File: config.mk
export PLATFORM = sky130hd
export DESIGN_NAME = rt_uart_rx
export DESIGN_NICKNAME = d
export VERILOG_FILES = /design/src/rtl/rt_uart_rx.sv
export SDC_FILE = /design/constraint.sdc
export NUM_CORES = 1
export LEC_CHECK = 0
export ABC_CLOCK_PERIOD_IN_PS = 6200
export BUFFER_PORTS_ARGS = -buffer_cell sky130_fd_sc_hd__buf_2
export CAP_MARGIN = 0
export CORE_MARGIN = 4
export CORE_UTILIZATION = 35
export DETAILED_ROUTE_END_ITERATION = 16
export GPL_TIMING_DRIVEN = 0
export PLACE_DENSITY = 0.52
export SYNTH_ARGS = -nofsm -noshare
export SYNTH_HDL_FRONTEND = slang
export SYNTH_SLANG_ARGS = --single-unit
File: constraint.sdc
create_clock -name clk_i -period 6.2 [get_ports clk_i]
set_clock_uncertainty 0.15 [all_clocks]
set_input_delay 0.93 -clock clk_i [delete_from_list [all_inputs] [get_ports clk_i]]
set_output_delay 0.93 -clock clk_i [all_outputs]
set_load 0.005 [all_outputs]
File: src/rtl/rt_uart_rx.sv
// rt_uart_rx: 8N1 UART receiver with a small receive FIFO.
// Sticky frame-error and overrun flags, cleared by clear_i.
`timescale 1ns/1ps
module rt_uart_rx #(
    parameter int ClkFreqHz = 30_000_000,
    parameter int BaudRate  = 3_000_000,
    parameter int FifoDepth = 4
) (
    input  logic                           clk_i,
    input  logic                           rst_i,
    input  logic                           rx_i,
    output logic [7:0]                     data_o,
    output logic                           valid_o,
    input  logic                           ready_i,
    output logic [$clog2(FifoDepth+1)-1:0] count_o,
    output logic                           busy_o,
    output logic                           frame_err_o,
    output logic                           overrun_o,
    input  logic                           clear_i
);

    localparam int CPB   = ClkFreqHz / BaudRate;
    localparam int CntW  = (CPB > 1) ? $clog2(CPB) : 1;
    localparam int PtrW  = (FifoDepth > 1) ? $clog2(FifoDepth) : 1;
    localparam int OccW  = $clog2(FifoDepth + 1);

    localparam logic [CntW-1:0] CntLast = CntW'(CPB - 1);
    localparam logic [CntW-1:0] CntHalf = CntW'(CPB / 2 - 1);
    localparam logic [OccW-1:0] OccFull = OccW'(FifoDepth);

    generate
        if (CPB < 4) begin : g_bad_cpb
            $fatal(1, "rt_uart_rx: clocks per bit must be at least 4");
        end
        if (FifoDepth < 2 || (FifoDepth & (FifoDepth - 1)) != 0) begin : g_bad_depth
            $fatal(1, "rt_uart_rx: FifoDepth must be a power of two >= 2");
        end
    endgenerate

    typedef enum logic [2:0] {
        IDLE,
        START,
        DATA,
        STOP,
        WAIT_HIGH
    } state_t;

    state_t          state;
    logic            rx_m;
    logic            rx_s;
    logic [CntW-1:0] cnt;
    logic [2:0]      idx;
    logic [7:0]      shreg;
    logic            push;
    logic [7:0]      push_data;

    logic [7:0]      mem [FifoDepth];
    logic [PtrW-1:0] wr_ptr;
    logic [PtrW-1:0] rd_ptr;
    logic            pop;
    logic            full;
    logic            wr_ok;
    logic            drop;

    // Two-flop synchronizer; idles high so reset never looks like a start bit.
    always_ff @(posedge clk_i or posedge rst_i) begin
        if (rst_i) begin
            rx_m <= 1'b1;
            rx_s <= 1'b1;
        end else begin
            rx_m <= rx_i;
            rx_s <= rx_m;
        end
    end

    // Frame FSM: centre-samples each bit and hands good bytes to the FIFO a cycle later.
    always_ff @(posedge clk_i or posedge rst_i) begin
        if (rst_i) begin
            state       <= IDLE;
            cnt         <= '0;
            idx         <= '0;
            shreg       <= '0;
            push        <= 1'b0;
            push_data   <= '0;
            busy_o      <= 1'b0;
            frame_err_o <= 1'b0;
        end else begin
            push   <= 1'b0;
            busy_o <= (state != IDLE);
            if (clear_i) begin
                frame_err_o <= 1'b0;
            end
            unique case (state)
                IDLE: begin
                    if (!rx_s) begin
                        state <= START;
                        cnt   <= '0;
                    end
                end
                START: begin
                    if (cnt == CntHalf) begin
                        cnt <= '0;
                        idx <= '0;
                        state <= rx_s ? IDLE : DATA;
                    end else begin
                        cnt <= cnt + 1'b1;
                    end
                end
                DATA: begin
                    if (cnt == CntLast) begin
                        cnt   <= '0;
                        shreg <= {rx_s, shreg[7:1]};
                        idx   <= idx + 1'b1;
                        if (idx == 3'd7) begin
                            state <= STOP;
                        end
                    end else begin
                        cnt <= cnt + 1'b1;
                    end
                end
                STOP: begin
                    if (cnt == CntLast) begin
                        cnt <= '0;
                        if (rx_s) begin
                            push      <= 1'b1;
                            push_data <= shreg;
                            state     <= IDLE;
                        end else begin
                            frame_err_o <= 1'b1;
                            state       <= WAIT_HIGH;
                        end
                    end else begin
                        cnt <= cnt + 1'b1;
                    end
                end
                WAIT_HIGH: begin
                    if (rx_s) begin
                        state <= IDLE;
                    end
                end
                default: state <= IDLE;
            endcase
        end
    end

    assign valid_o = (count_o != '0);
    assign data_o  = mem[rd_ptr];
    assign pop     = valid_o & ready_i;
    assign full    = (count_o == OccFull);
    assign wr_ok   = push & (~full | pop);
    assign drop    = push & full & ~pop;

    // Circular FIFO; a push into a full FIFO only succeeds alongside a pop.
    always_ff @(posedge clk_i or posedge rst_i) begin
        if (rst_i) begin
            for (int i = 0; i < FifoDepth; i++) begin
                mem[i] <= '0;
            end
            wr_ptr    <= '0;
            rd_ptr    <= '0;
            count_o   <= '0;
            overrun_o <= 1'b0;
        end else begin
            if (wr_ok) begin
                mem[wr_ptr] <= push_data;
                wr_ptr      <= wr_ptr + 1'b1;
            end
            if (pop) begin
                rd_ptr <= rd_ptr + 1'b1;
            end
            if (wr_ok && !pop) begin
                count_o <= count_o + 1'b1;
            end else if (!wr_ok && pop) begin
                count_o <= count_o - 1'b1;
            end
            if (clear_i) begin
                overrun_o <= 1'b0;
            end
            if (drop) begin
                overrun_o <= 1'b1;
            end
        end
    end

endmodule
[After elaboration in Yosys (flattened, before gate mapping)]
Cells that the tools add are included.
Storage, ports and cells
  bits of input ports: 5
  flip-flop bits (word level): 71
  output and inout port bits: 15
Cells by class
  magnitude comparators: 3
  equal/unequal tests: 14
  reduce and logical (&&, ||, !) cells: 18
  bitwise logic cells: 9
  add/sub/neg operators: 6
  muxes and demuxes: 33
Operators by type and width (number)
  3-bit 2-to-1 mux: 11
  32-bit bitwise mux: 1
  8-bit 2-to-1 mux: 3
  8-bit binary-select mux with 2-bit select: 1
  8-bit demux with 2-bit select: 1
  3-bit case mux with 5 select lines: 1
  4-bit 2-to-1 mux: 3
  2-bit != test (second input constant): 6
  4-bit case mux with 3 select lines: 1
  3-bit == test (second input constant): 3
  1-bit 2-to-1 mux: 9
  3-bit nonzero test: 3
  3-bit by 1-bit adder with 3-bit output (second input constant): 2
  3-bit by 2-bit == test with 1-bit output (second input constant): 2
  3-bit >= comparator (second input constant): 2
  2-bit NOT with 3-bit output: 2
  3-bit case mux with 2 select lines: 1
  3-bit AND reduction: 2
  6-bit AND reduction: 1
  2-bit nonzero test: 3
  2-bit by 1-bit adder with 2-bit output (second input constant): 2
  4-bit by 1-bit adder with 4-bit output (second input constant): 1
  1-bit AND: 4
  4-bit by 3-bit == test with 1-bit output (second input constant): 1
  12 further kinds: 17

[Longest topological paths before layout]
  word-level depth: 8
  depth in mapped cells: 9
  mapped depth without buffers: 8

[Worst setup path before layout]
OpenSTA, ideal clock, no wires.
  path type: input port to flip-flop
  from: in ready_i
  to: reg count_o[1]
  stages: 7
  arrival: 2.397 ns
  path slack: 3.528 ns
  library setup time: 0.125 ns
  buffers on the path: 1
  data required time: 5.925 ns
  cell sequence: nor4b_2 > nor2b_1 > buf_4 > ha_1 > inv_1 > fa_1 > mux2_2
Between the ends
  longest elaborated chain between the ends: 6
Ends and longest elaborated chain
  from (decl): line 14  | input logic ready_i,
  1-bit AND *: line 148  | assign pop = valid_o & ready_i;
  1-bit OR *: line 150  | assign wr_ok = push & (~full | pop);
  1-bit AND *: line 150
  named net wr_ok: line 62  | logic wr_ok;
  1-bit zero test: line 173  | end else if (!wr_ok && pop) begin
  1-bit logical AND: line 173
  2-bit nonzero test (no source line)
  to (signal assigned): line 172  | count_o <= count_o + 1'b1;
  to (signal assigned): line 174  | count_o <= count_o - 1'b1;
  to (decl): line 15  | output logic [$clog2(FifoDepth+1)-1:0] count_o,
The timed path passes the listed nets; every way through them passes the cells marked *.
A chain may end at the register's enable or synchronous reset.

[Worst setup path in the final report]
  from: reg rd_ptr[0]
  to: out data_o[5]
Between the ends
  longest elaborated chain between the ends: 4
Ends and longest elaborated chain
  from (decl): line 59  | logic [PtrW-1:0] rd_ptr;
  from (signal assigned): line 169  | rd_ptr <= rd_ptr + 1'b1;
  2-bit NOT with 3-bit output (implied by the code): line 147  | assign data_o = mem[rd_ptr];
  8-bit binary-select mux with 2-bit select: line 147
  8-bit 2-to-1 mux (implied by the code) (2 in a row): line 147
  to (decl): line 12  | output logic [7:0] data_o,
Every way passes these cells. The select of a mux whose other input is x is not followed.

==> impl_metrics.env <==
export IMPL_h_tree_depth=3
export IMPL_ctsRootBufferMaster="clkbuf_8"
export IMPL_hp_start="rx_m"
export IMPL_drv_slew=0
export IMPL_grt_pass1_vias=1868
export IMPL_remaining_drc_errors=0
export IMPL_clock_power_share_pct=31.3
export IMPL_clk_latency_ns=0.35
export IMPL_synth_cell_types=38
export IMPL_stdcell_area_um2=3660
export IMPL_core_um2=8810
export IMPL_die_width_um=104
export IMPL_reg2regPathDepth=7
export IMPL_clock_path_buffers=2
export IMPL_dr_pass1_iters=4
export IMPL_clock_sinks=71
export IMPL_final_common_cell="dfrtp_1"
export IMPL_power_density_nw_per_um2=322
export IMPL_power_frac_seq_pct=47.5
export IMPL_grt_usage_pct=10.8
export IMPL_min_path_type="register to register"
export IMPL_cellInternalPower_mw=0.815
export IMPL_fin_nets=265
export IMPL_switchingPower_mw=0.362
export IMPL_fin_crit_sh_pct=44.6
export IMPL_grt_pass1_wl_um=9130
export IMPL_yosysWarnings=0
export IMPL_timing_hold_ws_ns=0.208
export IMPL_num_vias=1735
export IMPL_wl_per_cell_um=14.7
export IMPL_synthCells=218
export IMPL_initial_core_util_pct=36.4
export IMPL_pwr_share_comb_pct=21.2
export IMPL_gp_congestion=0.774
export IMPL_portBuffers=19
export IMPL_die_h_um=104
export IMPL_syn_area_per_cell_um2=14.7
export IMPL_fin_crit_ns=2.76
export IMPL_switching_share_pct=30.7
export IMPL_cp_end_kind="output port"
export IMPL_clk_pin_slew_ns=0.08
export IMPL_synth_nets=234
export IMPL_tightest_slew_ns=0.589
export IMPL_cts_tree="done"
export IMPL_drive_gt1_share_pct=44.1
export IMPL_yosysSeqAreaShare_pct=55.5
export IMPL_ys_ff_latch=71
export IMPL_cap_viol_max_count=0
export IMPL_syn_area_um2=3200
export IMPL_cp_max_fo=10
export IMPL_drt_iter0_drc=59
export IMPL_dieArea_um2=10700
export IMPL_rsz0062_at_grt="no"
export IMPL_p_leak_nw=1.86
export IMPL_cp_arrival_ns=1.68
export IMPL_required_ns=5.12
export IMPL_area_growth_pct=14.2
export IMPL_grt_start_max_net_pins=62
export IMPL_drtAntennaViolNets=0
export IMPL_cts_resized=0
export IMPL_row_count=34
export IMPL_startpoint="rd_ptr[0]"
export IMPL_antenna_found_initial=0
export IMPL_worstSetupStartpointType="register"
export IMPL_wl_um=5330
export IMPL_final_cell_mix="dfrtp_1, mux2_2, buf_2"
export IMPL_r2r_slack_ns=3.80
export IMPL_relSlewSlack_pct=60.7
export IMPL_placed_cell_area_um2=3460
export IMPL_boundaryPins=20
export IMPL_numCtsBuffers=9
export IMPL_tns_ns=0
export IMPL_max_freq_mhz=362
export IMPL_dp_hpwl_um=3600
export IMPL_setup_viol=0
export IMPL_holdBufCountCts=0
export IMPL_postCtsSetupBuffers=0
export IMPL_num_antenna_cells=0
export IMPL_timing_rr_start="count_o[1]"
export IMPL_criticalPathCategory="register to output port"
export IMPL_status="completed"
export IMPL_hold_depth=0
export IMPL_grt_overflow_total=0
export IMPL_viasPerCell=4.79
export IMPL_final_hold_violation_count=0
export IMPL_ir_drop_v=0.000150
[layer usage]
metal	part of all wire, %	global-route usage [%]	routed length, um	vias to the layer above
met2	48	17.1	2540	19
met4	2.0	5.41	108	0
met5	0	0	0	-
met3	3.1	3.36	165	10
met1	47	13.4	2520	867
li1	-	-	-	839
[synthesized netlist by cell type]
master	count	area share, %
dfrtp_1	69	54
mux2_2	42	15
inv_1	13	1.5
ha_1	10	3.9
mux2_4	8	3.8
mux4_2	8	5.6
nor2_1	8	0.94
o21ai_0	7	1.1
nand2_1	6	0.70
a21oi_1	5	0.78
nand2_4	4	1.4
xnor2_1	4	1.1
buf_4	3	0.70
a22o_1	2	0.55
dfstp_2	2	1.6
nand3_1	2	0.31
nand3b_1	2	0.47
nor2b_1	2	0.39
xor2_1	2	0.55
a21o_1	1	0.23
a32o_1	1	0.31
a41oi_1	1	0.27
and2_2	1	0.23
buf_1	1	0.12
buf_2	1	0.16
clkdlybuf4s50_2	1	0.35
fa_1	1	0.63
nand4_1	1	0.20
nand4b_4	1	0.74
nor2_2	1	0.20
nor3_2	1	0.31
nor3b_1	1	0.23
nor3b_4	1	0.59
nor4_1	1	0.20
nor4b_1	1	0.27
nor4b_2	1	0.47
o22ai_1	1	0.20
or3_1	1	0.20
[power groups by stage]
stage	combinational [mW]	sequential (mW)	clock [mW]
after CTS	0.256	0.560	0.382
after floorplan	0.192	0.561	0
after global placement	0.251	0.568	0
after detailed placement	0.255	0.569	0
after global routing	0.282	0.567	0.408
final	0.249	0.559	0.369
[logic make-up after synthesis]
family,count (synthesis),share of synthesized area [%]
and+or+nand+nor,35,7.85
DFF,71,55.5
adders and majority gates,11,4.53
muxes,58,24.1
buffers and inverters,19,2.85
AOI/OAI and AO/OA,18,3.44
xor gates and xnor gates,6,1.64
[stage by stage]
step                      utilization, %  cells  setup WS (ns)  total power [mW]
final                               41.5    362           3.44              1.18
after global routing                41.5    362           3.32              1.26
after CTS                           41.5    362           3.39              1.20
after detailed placement            39.3    346           3.23             0.823
after global placement              39.0    345           2.35             0.819
after floorplan                        -    218           3.33             0.753
[path summary, 6_finish.rpt]
path | end
min in group asynchronous | overrun_o
hold / removal | rx_s
max in group asynchronous | rx_m
setup / recovery | data_o[5]
setup reg to reg | count_o[1]
hold reg to reg | rx_s
[flip-flops by register name, indices dropped and copies added (netlist names), 2 cells and up]
register and flops:
wr_ptr 2, count_o 3, shreg 8, cnt 4
mem 32, idx 3, push_data 8, state 3
rd_ptr 2
[critical path: stages, from the launching register on]
cell,delay (ns)
dfrtp_1,0.32
buf_2,0.31
mux4_2,0.55
buf_2,0.15
[cell type report]
type                            instances  area (um2)
Buffer                                  6        42.5
Inverter                               13        51.3
Clock inverter                          7        70.1
Tap cell                              108         135
Clock buffer                            9         124
Sequential cell                        71        1780
Timing Repair Buffer                   20         123
Multi-Input combinational cell        128        1330
Fill cell                             828        5150
Note: power is estimated with default switching activity, not from simulation.
